## src/rtl/ysyx_25040109_mem_arbiter.sv

```systemverilog
// ysyx_25040109_mem_arbiter
// Shares one AXI4-style single-beat memory port between the IFU (read only)
// and the LSU (read/write). One transaction is in flight at a time; the
// owner keeps the port from its address phase until its last response.
// Optional feature macro: ARB_RR_EN -- round-robin between the two read
// classes when both request in the same IDLE cycle (writes still win).
//
// Handshake rule: a transfer happens on a rising clock edge where valid and
// ready are both 1. The arbiter never latches payload; in a granted state the
// owner's valid/payload go straight to the slave and the slave's ready (or
// response valid) goes straight back to the owner. Everything not owned sees
// ready=0 / valid=0.
module ysyx_25040109_mem_arbiter #(
  parameter int ADDR_W = 32,
  parameter int DATA_W = 32
) (
  input  logic                clock,
  input  logic                reset,
  // IFU read port
  input  logic                ifu_arvalid,
  output logic                ifu_arready,
  input  logic [ADDR_W-1:0]   ifu_araddr,
  output logic                ifu_rvalid,
  input  logic                ifu_rready,
  output logic                ifu_rlast,
  output logic [DATA_W-1:0]   ifu_rdata,
  output logic [1:0]          ifu_rresp,
  // LSU read port
  input  logic                lsu_arvalid,
  output logic                lsu_arready,
  input  logic [ADDR_W-1:0]   lsu_araddr,
  output logic                lsu_rvalid,
  input  logic                lsu_rready,
  output logic                lsu_rlast,
  output logic [DATA_W-1:0]   lsu_rdata,
  output logic [1:0]          lsu_rresp,
  // LSU write port
  input  logic                lsu_awvalid,
  output logic                lsu_awready,
  input  logic [ADDR_W-1:0]   lsu_awaddr,
  input  logic                lsu_wvalid,
  output logic                lsu_wready,
  input  logic                lsu_wlast,
  input  logic [DATA_W-1:0]   lsu_wdata,
  input  logic [DATA_W/8-1:0] lsu_wstrb,
  output logic                lsu_bvalid,
  input  logic                lsu_bready,
  output logic [1:0]          lsu_bresp,
  // Slave port
  output logic                mem_arvalid,
  input  logic                mem_arready,
  output logic [ADDR_W-1:0]   mem_araddr,
  output logic [7:0]          mem_arlen,
  output logic [2:0]          mem_arsize,
  output logic [1:0]          mem_arburst,
  input  logic                mem_rvalid,
  output logic                mem_rready,
  input  logic                mem_rlast,
  input  logic [DATA_W-1:0]   mem_rdata,
  input  logic [1:0]          mem_rresp,
  output logic                mem_awvalid,
  input  logic                mem_awready,
  output logic [ADDR_W-1:0]   mem_awaddr,
  output logic [7:0]          mem_awlen,
  output logic [2:0]          mem_awsize,
  output logic [1:0]          mem_awburst,
  output logic                mem_wvalid,
  input  logic                mem_wready,
  output logic                mem_wlast,
  output logic [DATA_W-1:0]   mem_wdata,
  output logic [DATA_W/8-1:0] mem_wstrb,
  input  logic                mem_bvalid,
  output logic                mem_bready,
  input  logic [1:0]          mem_bresp,
  // Current owner; equals the FSM state encoding
  output logic [1:0]          grant
);

  typedef enum logic [1:0] {
    ST_IDLE  = 2'b00,
    ST_IFU_R = 2'b01,
    ST_LSU_R = 2'b10,
    ST_LSU_W = 2'b11
  } state_t;

  state_t state, state_nxt;

  logic r_done;
  logic b_done;

  assign r_done = mem_rvalid & mem_rready & mem_rlast;
  assign b_done = mem_bvalid & mem_bready;

`ifdef ARB_RR_EN
  // 0 = IFU read was granted last, 1 = LSU read was granted last
  logic last_grant;

  // Remember which read class won most recently so a tie goes to the other one
  always_ff @(posedge clock) begin
    if (!reset) begin
      last_grant <= 1'b0;
    end else if (state == ST_IDLE && state_nxt == ST_IFU_R) begin
      last_grant <= 1'b0;
    end else if (state == ST_IDLE && state_nxt == ST_LSU_R) begin
      last_grant <= 1'b1;
    end
  end
`endif

  // State register; reset abandons any in-flight transaction
  always_ff @(posedge clock) begin
    if (!reset) begin
      state <= ST_IDLE;
    end else begin
      state <= state_nxt;
    end
  end

  // Arbitration in IDLE, release on the owner's final response
  always_comb begin
    state_nxt = state;
    case (state)
      ST_IDLE: begin
        if (lsu_awvalid) begin
          state_nxt = ST_LSU_W;
        end else if (lsu_arvalid && ifu_arvalid) begin
`ifdef ARB_RR_EN
          state_nxt = last_grant ? ST_IFU_R : ST_LSU_R;
`else
          state_nxt = ST_LSU_R;
`endif
        end else if (lsu_arvalid) begin
          state_nxt = ST_LSU_R;
        end else if (ifu_arvalid) begin
          state_nxt = ST_IFU_R;
        end
      end
      ST_IFU_R, ST_LSU_R: begin
        if (r_done) state_nxt = ST_IDLE;
      end
      ST_LSU_W: begin
        if (b_done) state_nxt = ST_IDLE;
      end
      default: state_nxt = ST_IDLE;
    endcase
  end

  // Handshake routing: only the owner is connected to the slave
  always_comb begin
    ifu_arready = 1'b0;
    ifu_rvalid  = 1'b0;
    lsu_arready = 1'b0;
    lsu_rvalid  = 1'b0;
    lsu_awready = 1'b0;
    lsu_wready  = 1'b0;
    lsu_bvalid  = 1'b0;
    mem_arvalid = 1'b0;
    mem_rready  = 1'b0;
    mem_awvalid = 1'b0;
    mem_wvalid  = 1'b0;
    mem_bready  = 1'b0;
    case (state)
      ST_IFU_R: begin
        mem_arvalid = ifu_arvalid;
        ifu_arready = mem_arready;
        ifu_rvalid  = mem_rvalid;
        mem_rready  = ifu_rready;
      end
      ST_LSU_R: begin
        mem_arvalid = lsu_arvalid;
        lsu_arready = mem_arready;
        lsu_rvalid  = mem_rvalid;
        mem_rready  = lsu_rready;
      end
      ST_LSU_W: begin
        mem_awvalid = lsu_awvalid;
        lsu_awready = mem_awready;
        mem_wvalid  = lsu_wvalid;
        lsu_wready  = mem_wready;
        lsu_bvalid  = mem_bvalid;
        mem_bready  = lsu_bready;
      end
      default: ;
    endcase
  end

  // Payload paths: qualified by the valids above, so no gating needed
  assign mem_araddr  = (state == ST_LSU_R) ? lsu_araddr : ifu_araddr;
  assign mem_awaddr  = lsu_awaddr;
  assign mem_wdata   = lsu_wdata;
  assign mem_wstrb   = lsu_wstrb;
  assign mem_wlast   = lsu_wlast;
  assign ifu_rdata   = mem_rdata;
  assign ifu_rresp   = mem_rresp;
  assign ifu_rlast   = mem_rlast;
  assign lsu_rdata   = mem_rdata;
  assign lsu_rresp   = mem_rresp;
  assign lsu_rlast   = mem_rlast;
  assign lsu_bresp   = mem_bresp;

  // Fixed single-beat, word-sized, incrementing bursts
  assign mem_arlen   = 8'd0;
  assign mem_arsize  = 3'b010;
  assign mem_arburst = 2'b01;
  assign mem_awlen   = 8'd0;
  assign mem_awsize  = 3'b010;
  assign mem_awburst = 2'b01;

  assign grant = state;

endmodule
```

## config.mk

```make
export PLATFORM = sky130hd
export DESIGN_NAME = ysyx_25040109_mem_arbiter
export DESIGN_NICKNAME = d
export VERILOG_FILES = /design/src/rtl/ysyx_25040109_mem_arbiter.sv
export SDC_FILE = /design/constraint.sdc
export NUM_CORES = 1
export LEC_CHECK = 0
export BUFFER_PORTS_ARGS = -buffer_cell sky130_fd_sc_hd__buf_4
export CAP_MARGIN = 20
export CELL_PAD_IN_SITES_DETAIL_PLACEMENT = 0
export CELL_PAD_IN_SITES_GLOBAL_PLACEMENT = 1
export CORE_AREA = 2 2 153 155
export DETAILED_ROUTE_END_ITERATION = 10
export DIE_AREA = 0 0 155 157
export HOLD_SLACK_MARGIN = 0.15
export PLACE_DENSITY = 0.67
export RECOVER_POWER = 50
export SKIP_CTS_REPAIR_TIMING = 1
export SLEW_MARGIN = 40
export SYNTH_ARGS = -nofsm -noshare
export SYNTH_HDL_FRONTEND = slang
export SYNTH_SLANG_ARGS = --single-unit
```

## constraint.sdc

```tcl
create_clock -name clock -period 1.75 [get_ports clock]
set_input_delay 0.175 -clock clock [delete_from_list [all_inputs] [get_ports clock]]
set_output_delay 0.175 -clock clock [all_outputs]
set_load 0.05 [all_outputs]
```

==> results of run 1 <==
[report_power, final]
group	switching [mW]	internal [mW]	total (mW)	leakage, nW
sequential	0.0351	0.0739	0.109	0.0172
combinational	1.75	1.13	2.88	0.985
clock	0.0600	0.291	0.351	0.0370
[worst max-delay path by stage]
| stage | depth (start not counted) | end | start | slack (ns) |
|---|---|---|---|---|
| floorplan | 5 | mem_araddr[10] | grant[0] | 0.03 |
| global placement | 5 | mem_araddr[11] | grant[0] | 0.08 |
| detailed placement | 5 | mem_araddr[4] | grant[0] | 0.07 |
| CTS | 5 | mem_araddr[4] | grant[0] | -0.18 |
| global route | 5 | mem_araddr[11] | grant[0] | -0.10 |
| finish | 5 | mem_araddr[4] | grant[0] | -0.05 |
[routing by layer]
layer  up-vias  track usage  share of wire
met3        84       0.0264           0.16
met1       533       0.0452           0.29
li1        543            -              -
met4         0       0.0569          0.094
met5         -            0              0
met2       174       0.0823           0.46
[synthesized netlist by cell type]
master and count:
buf_6 1, buf_4 167, and2_1 10, a21boi_0 1, nor2_1 2, dfxtp_1 2
a221oi_2 1, inv_1 2, buf_2 3, a22oi_2 1, nor2b_1 3, a22oi_1 1
conb_1 2, a21boi_2 1, o22ai_1 2, ha_1 5, o21ai_0 2, mux2_2 32
nand2_1 4
[critical path, cell delays in order (launching register included)]
cell,delay [ns]
dfxtp_2,0.33
inv_2,0.10
ha_4,0.19
buf_12,0.19
mux2_2,0.38
buf_4,0.20
[kinds of logic after synthesis]
kind of cell	after synthesis	share of synthesized area
adders and majority gates	5	0.0323
other	2	0.00387
AOI/OAI and AO/OA	9	0.0394
muxes	32	0.186
and+or+nand+nor	19	0.0536
DFF	2	0.0207
buffers and inverters	173	0.664
[cell type report]
| cell class | instances | area share |
|---|---|---|
| repair buffers | 128 | 0.476 |
| inverters | 2 | 0.00325 |
| multi-input cells | 91 | 0.316 |
| clock buffers | 3 | 0.0325 |
| well taps | 285 | 0.154 |
| flip-flops and latches | 2 | 0.0184 |
==> impl_metrics.env, run 1 <==
export IMPL_status="finished with violations"
export IMPL_violations="setup timing"
export IMPL_drive_gt1_frac=0.761
export IMPL_ant_nets=0
export IMPL_syn_avg_cell_area_um2=8.01
export IMPL_die_area_um2=24300
export IMPL_area_growth_syn_to_layout_pct=19.2
export IMPL_p_per_area_nw_per_um2=1440
export IMPL_syn_area_um2=1940
export IMPL_routed_wl_um=7350
export IMPL_crit_required_ns=1.57
export IMPL_yosysWarnings=0
export IMPL_utilization=0.103
export IMPL_grt_pass1_wl_um=8740
export IMPL_leakagePower_nw=1.04
export IMPL_die_h_um=157
export IMPL_grt_total_usage=0.0517
export IMPL_clk_latency_ns=0.22
export IMPL_cts_root_buf="clkbuf_16"
export IMPL_tritoncts="yes"
export IMPL_fmax_ghz=0.556
export IMPL_n_antenna_cell=0
export IMPL_grt_overflow=0
export IMPL_yosys_register_bits=2
export IMPL_grt_start_max_net_pins=23
export IMPL_cp_max_fo=22
export IMPL_drt_iter0_drc=60
export IMPL_r2r_end="grant[0]"
export IMPL_wire_per_inst_um=14.4
export IMPL_die_width_um=155
export IMPL_start_util=0.0861
export IMPL_reg2reg_from="grant[1]"
export IMPL_place_congestion=0.695
export IMPL_portBuffers=126
export IMPL_cts_sinks=2
export IMPL_cp_end_kind="primary output"
export IMPL_design_area_um2=2310
export IMPL_r2r_cells=6
export IMPL_ys_seq_area_frac=0.0207
export IMPL_seqCellArea_um2=42.5
export IMPL_slew_violations=0
export IMPL_pre_cts_ws_ns=0.0686
export IMPL_cts_htree_levels=1
export IMPL_antenna_found_initial=0
export IMPL_mostFrequentLayoutCells="buf_4 (96), buf_6 (30), mux2_2 (29)"
export IMPL_vdd_drop_max_mv=0.386
export IMPL_hold_path_depth=3
export IMPL_clockBufferDepth=2
export IMPL_yosysTopAreaCell="buf_4"
export IMPL_netlist_instances=242
export IMPL_rows=55
export IMPL_hold_slack_ns=0.240
export IMPL_hp_start="reset"
export IMPL_multi_input_area_um2=729
export IMPL_crit_arrival_ns=1.62
export IMPL_worstHoldEndpoint="grant[1]"
export IMPL_ys_top_cells_by_area="buf_4 (65%), mux2_2 (19%), and2_1 (3.2%)"
export IMPL_finalHoldViolations=0
export IMPL_rsz0062_at_grt="yes"
export IMPL_core_area_um2=22500
export IMPL_layout_commonest_cell="buf_4"
export IMPL_hpwl_um=6330
export IMPL_setup_violations=2
export IMPL_path_clk_slew_ns=0.03
export IMPL_finalWorstPathRequiredPeriod_ns=1.80
export IMPL_nets=417
export IMPL_drc=0
export IMPL_cts_buffers=3
export IMPL_final_cells=511
export IMPL_dpl_cell_area_um2=2100
export IMPL_grt_pass1_vias=1215
export IMPL_startpoint_type="register"
export IMPL_power_mw=3.34
export IMPL_synth_top_area_share=0.647
export IMPL_crit_type="register to primary output"
export IMPL_finalSetupTns_ns=-0.0893
export IMPL_dr_pass1_iters=4
export IMPL_largest_reg_flops=2
export IMPL_ioPinCount=397
export IMPL_vias=1334
export IMPL_finalWorstSetupSlack_ns=-0.0476
export IMPL_yosysUniqueCellTypes=19
export IMPL_nFillCells=2618
export IMPL_avgViaCountPerCell=2.61
export IMPL_hp_class="input pin to register"
export IMPL_dpl_cell_count=508
export IMPL_r2r_setup_slack_ns=0.15
export IMPL_finalCritPeriodShare=1.03
export IMPL_cap_violations=0
export IMPL_clock_skew_ns=0.000183
Note: power is estimated with default switching activity, not from simulation.
==> inputs of run 2 (changes only) <==
==> constraint.sdc (replaced) <==
create_clock -name clock -period 1.75 [get_ports clock]
set_input_delay 0.35 -clock clock [delete_from_list [all_inputs] [get_ports clock]]
set_output_delay 0.35 -clock clock [all_outputs]
set_load 0.05 [all_outputs]
==> impl_metrics.env, run 2 (synthesis gave the netlist of run 1 again) <==
export IMPL_drt_iter0_drc=30
export IMPL_core_area_um2=22500
export IMPL_antenna_found_initial=0
export IMPL_utilization=0.118
export IMPL_drc=0
export IMPL_largest_reg_flops=2
export IMPL_hpwl_um=5980
export IMPL_clock_skew_ns=0.00166
export IMPL_finalWorstSetupSlack_ns=-0.113
export IMPL_cts_buffers=3
export IMPL_crit_type="register to primary output"
export IMPL_nets=424
export IMPL_leakagePower_nw=1.22
export IMPL_crit_family="buffers and inverters"
export IMPL_area_growth_syn_to_layout_pct=36.5
export IMPL_p_per_area_nw_per_um2=1520
export IMPL_design_area_um2=2650
export IMPL_violations="setup timing"
export IMPL_dpl_cell_count=512
export IMPL_fmax_ghz=0.537
export IMPL_grt_overflow=0
export IMPL_grt_total_usage=0.0468
export IMPL_rsz0062_at_grt="yes"
export IMPL_status="finished with violations"
export IMPL_die_area_um2=24300
export IMPL_cts_htree_levels=1
export IMPL_cts_sinks=2
export IMPL_cts_root_buf="clkbuf_16"
export IMPL_cap_violations=0
export IMPL_dpl_cell_area_um2=2200
export IMPL_drive_gt1_frac=0.790
export IMPL_clockBufferDepth=2
export IMPL_place_congestion=0.755
export IMPL_rows=55
export IMPL_die_width_um=155
export IMPL_setup_violations=34
export IMPL_grt_pass1_vias=1302
export IMPL_finalWorstPathRequiredPeriod_ns=1.86
export IMPL_final_cells=518
export IMPL_finalSetupTns_ns=-2.97
export IMPL_vdd_drop_max_mv=0.670
export IMPL_layout_commonest_cell="buf_4"
export IMPL_cp_max_fo=7
export IMPL_path_clk_slew_ns=0.03
export IMPL_finalHoldViolations=0
export IMPL_wire_per_inst_um=14.5
export IMPL_start_util=0.0861
export IMPL_ant_nets=0
export IMPL_mostFrequentLayoutCells="buf_4 (94), mux2_4 (32), conb_1 (26)"
export IMPL_dr_pass1_iters=2
export IMPL_vias=1365
export IMPL_hp_class="input pin to register"
export IMPL_pre_cts_ws_ns=0.0170
export IMPL_ioPinCount=397
export IMPL_slew_violations=0
export IMPL_n_antenna_cell=0
export IMPL_clk_latency_ns=0.22
export IMPL_portBuffers=126
export IMPL_grt_start_max_net_pins=30
export IMPL_die_h_um=157
export IMPL_routed_wl_um=7520
export IMPL_cp_end_kind="primary output"
export IMPL_finalCritPeriodShare=1.06
export IMPL_nFillCells=2566
export IMPL_tritoncts="yes"
export IMPL_crit_arrival_ns=1.51
export IMPL_avgViaCountPerCell=2.64
export IMPL_path_cells="inv_4 -> ha_4 -> clkbuf_16 -> mux2_4 -> buf_6"
export IMPL_crit_required_ns=1.40
export IMPL_critPathBufInv=3
export IMPL_slowest_stage="dfxtp_4"
export IMPL_startpoint_type="register"
export IMPL_grt_pass1_wl_um=8000
export IMPL_max_stage_delay_ns=0.34
## run 2: cell count changes in the layout (fill, tap and decap cells not counted), sizes merged
cell    before  now
buf        128  133
clkbuf       3    5
## run 2: area by class of cell
cell class	count	area [µm²]	area share
inverter	2	10.0	0.00378
tap	285	357	0.135
timing repair buffer	135	1260	0.478
multi-input combinational	91	891	0.337
sequential	2	47.5	0.0180
clock buffer	3	75.1	0.0284
## run 2: worst reg2reg max path: cells and delay by family (launching register included)
family	cells	cell delay (ns)
AOI/OAI and AO/OA	4	0.74
DFF	1	0.34
adders and majority gates	1	0.23
buffers and inverters	2	0.23
## run 2: per-stage QoR
stage	hold WS (ns)	power, mW
after floorplan	0.499	3.04
after detailed placement	0.649	2.98
after CTS	0.438	3.32
after global routing	0.468	4.19
after global placement	0.649	2.97
final	0.436	4.01
## run 2: path summary, 6_finish.rpt
check / start / end / slack [ns] / depth (start not counted)
max reg2reg: grant[0] / grant[0] / 0.09 / 7
min: reset / grant[1] / 0.44 / 3
max: grant[0] / mem_araddr[5] / -0.11 / 5
min reg2reg: grant[1] / grant[1] / 0.68 / 3
## run 2: power breakdown
group          internal (mW)  total, mW  switching (mW)
sequential            0.0818      0.108          0.0260
combinational           1.58       3.56            1.99
clock                  0.290      0.338          0.0481
total                   1.95       4.01            2.06
## run 2: layer usage
metal	vias up	wire length, µm	global-route usage
li1	559	-	-
met1	551	1970	0.0361
met2	187	3540	0.0722
met3	68	1310	0.0336
met4	0	704	0.0534
met5	-	0	0
==> inputs of run 3 (changes only) <==
- PLACE_DENSITY: 0.67 -> 0.63
==> impl_metrics.env, run 3 (synthesis gave the netlist of run 1 again) <==
export IMPL_vias=1404
export IMPL_power_frac_seq=0.026
export IMPL_cts_buffers=3
export IMPL_r2r_end="grant[1]"
export IMPL_vdd_drop_max_mv=0.429
export IMPL_n_antenna_cell=0
export IMPL_p_per_area_nw_per_um2=1550
export IMPL_ant_nets=0
export IMPL_die_width_um=155
export IMPL_clk_latency_ns=0.22
export IMPL_p_int_mw=2.10
export IMPL_cts_htree_levels=1
export IMPL_cp_max_fo=6
export IMPL_largest_reg_flops=2
export IMPL_crit_type="register to primary output"
export IMPL_slowest_stage="dfxtp_4"
export IMPL_layout_commonest_cell="buf_4"
export IMPL_finalWorstPathRequiredPeriod_ns=1.90
export IMPL_switching_share=0.502
export IMPL_reg2reg_from="grant[0]"
export IMPL_die_area_um2=24300
export IMPL_tritoncts="yes"
export IMPL_portBuffers=126
export IMPL_status="finished with violations"
export IMPL_core_area_um2=22500
export IMPL_hold_slack_ns=0.427
export IMPL_hpwl_um=5700
export IMPL_violations="setup timing"
export IMPL_leakagePower_nw=1.25
export IMPL_antenna_found_initial=1
export IMPL_startpoint_type="register"
export IMPL_nFillCells=2536
export IMPL_grt_pass1_vias=1337
export IMPL_fmax_ghz=0.526
export IMPL_place_congestion=0.708
export IMPL_grt_overflow=0
export IMPL_p_clk_frac=0.084
export IMPL_worstHoldEndpoint="grant[0]"
export IMPL_mostFrequentLayoutCells="buf_4 (97), buf_6 (32), mux2_4 (26), conb_1 (26), buf_8 (10)"
export IMPL_cp_common_cell="buf_8"
export IMPL_clock_skew_ns=0.000251
export IMPL_r2r_cells=9
export IMPL_hp_class="input pin to register"
export IMPL_grt_pass1_wl_um=8250
export IMPL_start_util=0.0861
export IMPL_cp_end_kind="primary output"
export IMPL_avgViaCountPerCell=2.66
export IMPL_pre_cts_ws_ns=0.00453
export IMPL_hold_path_depth=3
export IMPL_rsz0062_at_grt="yes"
export IMPL_hp_start="reset"
export IMPL_area_growth_syn_to_layout_pct=40.1
export IMPL_die_h_um=157
export IMPL_grt_total_usage=0.0468
export IMPL_routed_wl_um=7350
export IMPL_r2r_setup_slack_ns=0.02
export IMPL_nets=433
export IMPL_slew_violations=0
export IMPL_switching_power_mw=2.11
export IMPL_finalCritPeriodShare=1.09
export IMPL_crit_required_ns=1.40
export IMPL_cap_violations=0
export IMPL_share_comb_of_total_power=0.891
export IMPL_grt_start_max_net_pins=27
export IMPL_setup_violations=34
export IMPL_wire_per_inst_um=13.9
export IMPL_ioPinCount=397
export IMPL_path_cells="inv_4 -> ha_4 -> buf_8 -> clkbuf_16 -> mux2_4 -> buf_8"
export IMPL_finalHoldViolations=0
export IMPL_rows=55
export IMPL_max_stage_delay_ns=0.35
export IMPL_cts_root_buf="clkbuf_16"
export IMPL_finalWorstSetupSlack_ns=-0.150
export IMPL_cts_sinks=2
export IMPL_dr_pass1_iters=2
export IMPL_drc=0
export IMPL_clockBufferDepth=2
export IMPL_path_clk_slew_ns=0.03
export IMPL_drive_gt1_frac=0.806
export IMPL_crit_arrival_ns=1.55
export IMPL_drt_iter0_drc=22
-- run 3: changes by cell type in the layout (fill, tap and decap cells not counted), sizes merged --
cell and change:
buf +9
-- run 3: final cells by class --
class | instances | area (µm²) | area share
sequential | 2 | 47.5 | 0.0175
multi-input combinational | 91 | 875 | 0.322
timing repair buffer | 144 | 1350 | 0.497
clock buffer | 3 | 75.1 | 0.0276
tap | 285 | 357 | 0.131
inverter | 2 | 12.5 | 0.00461
-- run 3: critical path, delay by kind of cell, from the launching register on --
kind,cells,cell delay (ns)
buffers and inverters,4,0.49
multiplexers,1,0.31
flip-flops,1,0.35
adder cells (fa/ha/maj),1,0.17
-- run 3: layer usage --
metal | vias up | routed length [µm] | global-route usage
li1 | 574 | - | -
met1 | 572 | 1950 | 0.0400
met2 | 198 | 3440 | 0.0686
met3 | 58 | 1330 | 0.0361
met4 | 2 | 614 | 0.0463
met5 | - | 12 | 0
-- run 3: how the worst max path moves through the flow --
stage / cells past startpoint / startpoint / slack (ns) / endpoint
3_5_place_dp: 5 / grant[0] / 0.005 / mem_araddr[24]
3_3_place_gp: 5 / grant[0] / 0.01 / mem_araddr[24]
2_1_floorplan: 5 / grant[0] / -0.02 / mem_araddr[23]
5_1_grt: 6 / grant[0] / -0.19 / mem_araddr[20]
6_report: 6 / grant[0] / -0.15 / mem_araddr[20]
4_1_cts: 5 / grant[0] / -0.24 / mem_araddr[24]
-- run 3: per-stage QoR --
| stage | utilization | TNS, ns | power (mW) | instances | area [µm²] |
|---|---|---|---|---|---|
| after floorplan | - | -0.279 | 3.04 | 266 | 2120 |
| after global placement | 0.0977 | 0 | 2.97 | 512 | 2200 |
| after detailed placement | 0.0977 | 0 | 2.97 | 512 | 2200 |
| after CTS | 0.101 | -6.10 | 3.34 | 515 | 2270 |
| after global routing | 0.121 | -5.51 | 4.43 | 527 | 2720 |
| final | 0.121 | -3.98 | 4.21 | 527 | 2720 |
-- run 3: power groups by stage --
stage	registers (mW)	logic [mW]	clock network, mW
after floorplan	0.183	2.86	0
after global placement	0.0939	2.88	0
after detailed placement	0.0946	2.87	0
after CTS	0.0952	2.89	0.353
after global routing	0.112	3.95	0.365
final	0.108	3.75	0.353
